**src/rtl/in_port_reader.sv**
```systemverilog
// Memory-mapped 16-bit input port: synchronized, debounced pins with sticky edge flags and maskable irq.
// Latency: reads are combinational; pin change reaches stable at edge 2+DB_CYCLES; writes apply at the write edge.
// Backpressure: none; the CPU bus is always accepted and bus_out is 0 when not selected.
module in_port_reader #(
  parameter logic [15:0] DATA_ADDR = 16'h000A,
  parameter logic [15:0] EDGE_ADDR = 16'h000C,
  parameter logic [15:0] MASK_ADDR = 16'h000E,
  parameter int          DB_CYCLES = 4
) (
  input  logic        clk,
  input  logic        reset,
  input  logic [15:0] IO_pins,
  input  logic [15:0] adress,
  input  logic [15:0] bus_in,
  input  logic [1:0]  MemWrite,
  input  logic        MemRead,
  output logic [15:0] bus_out,
  output logic        irq
);

  // A single-cycle debounce still needs a one-bit counter so the array is never zero width.
  localparam int CW = (DB_CYCLES > 1) ? $clog2(DB_CYCLES) : 1;
  localparam logic [CW-1:0] CNT_LAST = CW'(DB_CYCLES - 1);

  logic [15:0]   s1_q;
  logic [15:0]   sync_q;
  logic [15:0]   stable_q, stable_d;
  logic [15:0]   edge_flag_q, edge_flag_d;
  logic [15:0]   mask_q, mask_d;
  logic [CW-1:0] cnt_q [16];
  logic [CW-1:0] cnt_d [16];
  logic [15:0]   accept;
  logic          wr_en;
  logic          wr_edge;
  logic          wr_mask;

  assign wr_en   = |MemWrite;
  assign wr_edge = wr_en && (adress == EDGE_ADDR);
  assign wr_mask = wr_en && (adress == MASK_ADDR);

  // Per-bit debounce: count consecutive cycles where the synchronized pin disagrees with the accepted value.
  always_comb begin
    stable_d = stable_q;
    accept   = '0;
    for (int i = 0; i < 16; i++) begin
      cnt_d[i] = cnt_q[i];
      if (sync_q[i] == stable_q[i]) begin
        cnt_d[i] = '0;
      end else if (cnt_q[i] == CNT_LAST) begin
        stable_d[i] = sync_q[i];
        cnt_d[i]    = '0;
        accept[i]   = 1'b1;
      end else begin
        cnt_d[i] = cnt_q[i] + 1'b1;
      end
    end
  end

  // Sticky flags are cleared by write-1, but a same-cycle accept takes priority so no event is lost.
  always_comb begin
    edge_flag_d = edge_flag_q;
    if (wr_edge) begin
      edge_flag_d = edge_flag_d & ~bus_in;
    end
    edge_flag_d = edge_flag_d | accept;
    mask_d      = wr_mask ? bus_in : mask_q;
  end

  // All port state; reset discards any partial debounce count.
  always_ff @(posedge clk) begin
    if (reset) begin
      s1_q        <= '0;
      sync_q      <= '0;
      stable_q    <= '0;
      edge_flag_q <= '0;
      mask_q      <= '0;
      for (int i = 0; i < 16; i++) begin
        cnt_q[i] <= '0;
      end
    end else begin
      s1_q        <= IO_pins;
      sync_q      <= s1_q;
      stable_q    <= stable_d;
      edge_flag_q <= edge_flag_d;
      mask_q      <= mask_d;
      for (int i = 0; i < 16; i++) begin
        cnt_q[i] <= cnt_d[i];
      end
    end
  end

  assign irq = |(edge_flag_q & mask_q);

  // Read mux; forced to 0 when not reading so it can be OR-merged onto the system bus.
  always_comb begin
    bus_out = '0;
    if (MemRead) begin
      if (adress == DATA_ADDR) begin
        bus_out = stable_q;
      end else if (adress == EDGE_ADDR) begin
        bus_out = edge_flag_q;
      end else if (adress == MASK_ADDR) begin
        bus_out = mask_q;
      end
    end
  end

endmodule

```
**config.mk**
```make
export PLATFORM = sky130hd
export DESIGN_NAME = in_port_reader
export DESIGN_NICKNAME = d
export VERILOG_FILES = /design/src/rtl/in_port_reader.sv
export SDC_FILE = /design/constraint.sdc
export NUM_CORES = 1
export LEC_CHECK = 0
export CAP_MARGIN = 20
export CORE_ASPECT_RATIO = 1.2
export CORE_MARGIN = 2
export CORE_UTILIZATION = 58
export CTS_BUF_LIST = sky130_fd_sc_hd__clkbuf_16
export DETAILED_ROUTE_END_ITERATION = 7
export PLACE_DENSITY = 0.85
export SLEW_MARGIN = 20
export SYNTH_ARGS = -nofsm -noshare
export SYNTH_HDL_FRONTEND = slang
export SYNTH_SLANG_ARGS = --single-unit
```
**constraint.sdc**
```tcl
create_clock -name clk -period 4.6 [get_ports clk]
set_clock_uncertainty 0.05 [all_clocks]
set_input_delay 1.38 -clock clk [delete_from_list [all_inputs] [get_ports clk]]
set_output_delay 1.38 -clock clk [all_outputs]
set_load 0.02 [all_outputs]
```
==> flow_metrics.env, run 1 <==
export IMPL_dr_pass1_iters=5
export IMPL_status="completed"
export IMPL_drc_errors=0
export IMPL_static_leakage_power_nw=2.03
export IMPL_seq_area_frac_synth_pct=47.6
export IMPL_synth_ff_type="dfxtp_1"
export IMPL_grt_pass1_wl_um=17400
export IMPL_io_buffers=69
export IMPL_rr_worst_depth=2
export IMPL_holdPathStages=1
export IMPL_cts_hold_buf=0
export IMPL_netlist_area_mm2=0.00471
export IMPL_antenna_found_initial=0
export IMPL_place_detailed_hpwl_um=7060
export IMPL_cts_buffers=9
export IMPL_start_util_pct=58.7
export IMPL_ir_worst_vdd_uv=193
export IMPL_post_cts_buffers=0
export IMPL_die_w_um=86.3
export IMPL_fmax_mhz=222
export IMPL_power_frac_clock_pct=38.3
export IMPL_yosys_area_share_simple_pct=20.7
export IMPL_synth_area_leaders="dfxtp_1 48%, nor2b_1 4.4%, ha_1 4.3%"
export IMPL_finalHoldViolCount=0
export IMPL_synth_cells=455
export IMPL_required_ns=3.17
export IMPL_routed_wl_um=10900
export IMPL_yosysTopAreaCellShare_pct=47.6
export IMPL_fin_total_pwr_mw=1.82
export IMPL_grt_overflow_total=0
export IMPL_synth_edf_count=0
export IMPL_diodes=0
export IMPL_final_setup_viol_count=0
export IMPL_root_buffer="clkbuf_16"
export IMPL_synth_xor_area_share_pct=2.98
export IMPL_p_per_area_mw_per_mm2=320
export IMPL_ys_warn_count=0
export IMPL_slew_viol_final=0
export IMPL_fin_ws_ns=0.0856
export IMPL_syn_nets=524
export IMPL_fp_dieArea_mm2=0.00886
export IMPL_synthToLayoutAreaGrowth_pct=20.8
export IMPL_yosys_top_cells_count="112 x dfxtp_1, 33 x nor2_1, 33 x nor2b_1, 32 x a21oi_1, 25 x o31ai_1"
export IMPL_synth_seq_cells=112
export IMPL_swShare_pct=22.1
export IMPL_dp_slack_ns=-0.257
export IMPL_critPathLaunchType="input pin"
export IMPL_power_frac_comb_pct=7.0
export IMPL_final_area_mm2=0.00569
export IMPL_wire_per_inst_um=17.7
export IMPL_yosys_cell_count_top_type="dfxtp_1"
export IMPL_critPathKind="input pin to output pin"
export IMPL_drive_gt1_share_pct=12.7
export IMPL_synthAdderAreaFrac_pct=4.25
export IMPL_num_vias=3699
export IMPL_cp_end_kind="output pin"
export IMPL_core_area_mm2=0.00802
export IMPL_postSynthAreaPerCell_um2=10.4
export IMPL_io_pins=70
export IMPL_fill_cells=598
export IMPL_clk_insertion_delay_late_ns=0.34
export IMPL_finalCritPeriodShare_pct=98.1
export IMPL_vias_per_cell=6.02
export IMPL_tightest_slew_ns=0.709
export IMPL_postPlaceCellArea_mm2=0.00545
export IMPL_holdCritPathClass="flop to flop"
export IMPL_gp_congestion=0.858
export IMPL_cts_resized=16
export IMPL_multiInputGateArea_mm2=0.00229
export IMPL_pwr_share_seq_pct=54.7
export IMPL_cts_tree="done"
export IMPL_grt_max_degree=113
export IMPL_synth_distinct_cells=32
export IMPL_clk_path_buf_depth=2
export IMPL_numClockSinks=112
export IMPL_seq_area_mm2=0.00224
export IMPL_synth_compound_area_share_pct=13.3
export IMPL_final_antenna_net_count=0
export IMPL_fin_crit_ns=4.51
export IMPL_timing_slew_headroom_pct=52.6
export IMPL_drv_cap=0
export IMPL_yosys_area_top_type="dfxtp_1"
export IMPL_power_switching_mw=0.402
export IMPL_crit_fanout=16
export IMPL_synth_top_family_by_area="simple AND/OR/NAND/NOR gates"
export IMPL_drt_initial_drc_count=330
export IMPL_synth_area_mux_share_pct=7.23
export IMPL_async_reset_ff_share_pct=0
export IMPL_rsz0062_at_grt="false"
export IMPL_htreeDepth=3
export IMPL_track_usage_pct=25.3
export IMPL_p_int_mw=1.42
export IMPL_grt_pass1_vias=3629
export IMPL_die_h_um=103
export IMPL_fin_nets=583
export IMPL_clk_pin_slew_worst_paths_ns=0.07
export IMPL_worstPathArrival_ns=3.08
export IMPL_rows=36
==> final timing paths <==
check,slack [ns],end,start
setup / recovery,0.09,bus_out[4],adress[5]
setup reg to reg,3.49,cnt_q[0][12],cnt_q[0][12]
hold / removal,0.38,cnt_q[0][0],cnt_q[0][0]
hold reg to reg,0.38,cnt_q[0][0],cnt_q[0][0]
==> power groups by stage <==
stage | Sequential, mW | Combinational (mW) | Clock (mW)
3_3_place_gp | 1.02 | 0.120 | 0
6_report | 0.994 | 0.127 | 0.698
3_5_place_dp | 1.02 | 0.122 | 0
2_1_floorplan | 1.01 | 0.0584 | 0
5_1_grt | 0.996 | 0.136 | 0.747
4_1_cts | 0.994 | 0.124 | 0.705
==> per-stage QoR <==
stage                     instances  setup TNS, ns  hold WS, ns  utilization, %
after floorplan                 455              0        0.357               -
after global placement          597          -2.24        0.364            67.9
after detailed placement        597          -3.70        0.374            67.9
after CTS                       613              0        0.383            71.0
after global routing            614              0        0.396            71.0
final                           614              0        0.381            71.0
==> cell families after synthesis <==
logic type                 Yosys count
muxes                               32
AOI/OAI and AO/OA                   88
buffers and inverters               32
DFF                                112
xor gates and xnor gates            16
adders and majority gates           16
and+or+nand+nor                    159
==> state kept, by name, summed over array words and instances (netlist names) <==
signal / cells
cnt_q: 32
edge_flag_q: 16
mask_q: 16
s1_q: 16
stable_q: 16
sync_q: 16
==> critical path: stages <==
cell	delay, ns
clkdlybuf4s50_1	0.43
nor4_2	0.35
and2_4	0.22
nand4_4	0.10
buf_12	0.18
nor2_1	0.09
dlygate4sd2_1	0.34
==> area by class of cell <==
| cell class | count | share of cell area (%) |
|---|---|---|
| clock buffers | 9 | 3.96 |
| clock inverters | 7 | 0.704 |
| multi-input cells | 311 | 40.2 |
| flip-flops and latches | 112 | 39.4 |
| well taps | 95 | 2.09 |
| repair buffers | 80 | 13.7 |
==> layer usage <==
layer  share of wire, %  vias to the layer above  global-route usage [%]
li1                   -                     1785                       -
met1                 41                     1755                    29.7
met2                 50                      135                    44.1
met3                6.0                       24                    4.00
met4                3.1                        0                    14.3
met5                  0                        -                       0
==> cell usage in the layout, fill, tap and decap left out, drive strengths merged, types with 5 or more instances in the layout <==
master           n
nor2            34
o31ai           32
nor4            18
xnor2           16
nor2b           33
a21oi           32
nand2b          16
clkbuf          18
mux2i           16
dfxtp          112
clkdlybuf4s50   52
nor4b           17
nand2           18
nand4           19
buf             12
ha              16
dlygate4sd2      5
a22oi           16
mux2            16
Power figures use the tool's default switching activity.
==> run 2: changes to the inputs <==
Settings changed: GPL_ROUTABILITY_DRIVEN set to 0, RECOVER_POWER set to 25.
==> run 2 against run 1 <==
Effect of this change: the flow now finishes with violations (max-capacitance violations, max-slew violations); sequential power about the same; register-to-register slack got worse by 0.02 ns; highest routed layer unchanged; critical path type unchanged; critical endpoint unchanged; flip-flop and latch count stayed put; sequential share of layout area up 0.18 points; cell area is 0.46% lower; largest cell class unchanged.
==> flow_metrics.env, run 2 (same netlist as run 1, synthesis figures left out) <==
export IMPL_status="complete, but fails checks"
export IMPL_violations="max-capacitance violations, max-slew violations"
export IMPL_place_detailed_hpwl_um=7060
export IMPL_drive_gt1_share_pct=12.5
export IMPL_fin_total_pwr_mw=1.82
export IMPL_grt_pass1_vias=3629
export IMPL_timing_slew_headroom_pct=-11.1
export IMPL_critPathLaunchType="input pin"
export IMPL_cp_end_kind="output pin"
export IMPL_grt_pass1_wl_um=17400
export IMPL_fmax_mhz=222
export IMPL_grt_overflow_total=0
export IMPL_pwr_share_seq_pct=54.7
export IMPL_critPathTopFamily="buffers and inverters"
export IMPL_r2r_end="cnt_q[0][12]"
export IMPL_worstPathArrival_ns=3.08
export IMPL_cpPeakStageDelay_ns=0.43
export IMPL_slew_viol_final=85
export IMPL_clk_insertion_delay_late_ns=0.34
export IMPL_post_cts_buffers=0
export IMPL_cts_hold_buf=0
export IMPL_diodes=0
export IMPL_numClockSinks=112
export IMPL_wire_per_inst_um=17.7
export IMPL_die_w_um=86.3
export IMPL_crit_buf_inv=3
export IMPL_start_util_pct=58.7
export IMPL_track_usage_pct=25.3
export IMPL_routed_wl_um=10900
export IMPL_crit_slowest_cell="clkdlybuf4s50_1"
export IMPL_io_pins=70
export IMPL_finalHoldViolCount=0
export IMPL_rsz0062_at_grt="false"
export IMPL_fill_cells=603
export IMPL_rows=36
export IMPL_min_to="cnt_q[0][0]"
export IMPL_dp_cells=597
export IMPL_power_switching_mw=0.404
export IMPL_crit_chain="clkdlybuf4s50_1 -> nor4_2 -> and2_4 -> nand4_4 -> buf_12 -> nor2_1 -> dlygate4sd2_1"
export IMPL_critPathKind="input pin to output pin"
export IMPL_post_route_util_pct=70.6
export IMPL_io_buffers=69
export IMPL_required_ns=3.17
export IMPL_cp_depth=7
export IMPL_holdCritPathClass="flop to flop"
export IMPL_largest_reg_flops=32
export IMPL_clk_path_buf_depth=2
export IMPL_final_cells=614
export IMPL_drc_errors=0
export IMPL_root_buffer="clkbuf_16"
export IMPL_fin_nets=583
export IMPL_static_leakage_power_nw=2.02
export IMPL_drv_cap=1
export IMPL_final_common_cell="dfxtp_1"
export IMPL_grt_max_degree=113
export IMPL_htreeDepth=3
export IMPL_fin_crit_ns=4.51
export IMPL_cts_buffers=9
export IMPL_rr_worst_depth=2
export IMPL_finalCritPeriodShare_pct=98.1
export IMPL_r2r_start="cnt_q[0][12]"
export IMPL_final_antenna_net_count=0
export IMPL_drt_initial_drc_count=303
export IMPL_dr_pass1_iters=4
export IMPL_fp_dieArea_mm2=0.00886
export IMPL_cts_tree="done"
export IMPL_crit_fanout=16
export IMPL_antenna_found_initial=0
export IMPL_p_int_mw=1.41
export IMPL_clk_pin_slew_worst_paths_ns=0.07
export IMPL_largest_register="cnt_q"
export IMPL_power_frac_clock_pct=38.5
export IMPL_min_from="cnt_q[0][0]"
export IMPL_tightest_slew_ns=1.67
export IMPL_core_area_mm2=0.00802
export IMPL_num_vias=3704
export IMPL_ir_worst_vdd_uv=193
export IMPL_swShare_pct=22.2
export IMPL_final_setup_viol_count=0
export IMPL_die_h_um=103
export IMPL_synthToLayoutAreaGrowth_pct=20.2
export IMPL_reg2reg_slack_ns=3.47
export IMPL_vias_per_cell=6.03
export IMPL_tns_ns=0
export IMPL_holdPathStages=1
export IMPL_p_per_area_mw_per_mm2=321
export IMPL_final_cell_mix="112 x dfxtp_1, 52 x clkdlybuf4s50_1, 33 x nor2_1, 32 x a21oi_1, 32 x nor2b_1"
export IMPL_power_frac_comb_pct=6.9
## run 2: final cells by class
type                       instances  area, um^2  area share, %
multi-input combinational        311        2290           40.4
sequential                       112        2240           39.6
timing repair buffer              80         751           13.3
clock buffer                       9         225           3.98
tap                               95         119           2.10
clock inverter                     7        40.0          0.707
## run 2: repair_timing
item	4_1_cts	5_1_grt
endpoints found under the setup margin	16	15
gates resized for setup	16	21
gates cloned	0	0
pin swaps	0	0
## run 2: per-stage QoR
stage | cell area (um^2) | hold slack [ns] | setup WS [ns]
global placement | 5450 | 0.364 | -0.147
global route | 5660 | 0.396 | 0.0377
detailed placement | 5450 | 0.374 | -0.257
finish | 5660 | 0.381 | 0.0862
CTS | 5690 | 0.383 | 0.0239
floorplan | 4710 | 0.357 | 0.463
## run 2: layer usage
metal | global-route usage (%) | vias to the layer above | routed length, um | share of wire (%)
li1 | - | 1779 | - | -
met1 | 29.7 | 1762 | 4400 | 40
met2 | 44.1 | 138 | 5520 | 51
met3 | 4.00 | 25 | 621 | 5.7
met4 | 14.3 | 0 | 342 | 3.1
met5 | 0 | - | 0 | 0
## run 2: power groups by stage
stage / logic [mW] / registers [mW] / clock network (mW)
2_1_floorplan: 0.0584 / 1.01 / 0
3_3_place_gp: 0.120 / 1.02 / 0
3_5_place_dp: 0.122 / 1.02 / 0
4_1_cts: 0.124 / 0.994 / 0.705
5_1_grt: 0.133 / 0.996 / 0.747
6_report: 0.125 / 0.994 / 0.699
## run 2: worst max-delay path by stage
stage,start,end,slack [ns]
after global routing,adress[5],bus_out[11],0.04
after detailed placement,adress[5],bus_out[12],-0.26
after floorplan,adress[5],bus_out[0],0.46
after CTS,adress[5],bus_out[12],0.02
after global placement,adress[9],bus_out[8],-0.15
final,adress[5],bus_out[4],0.09
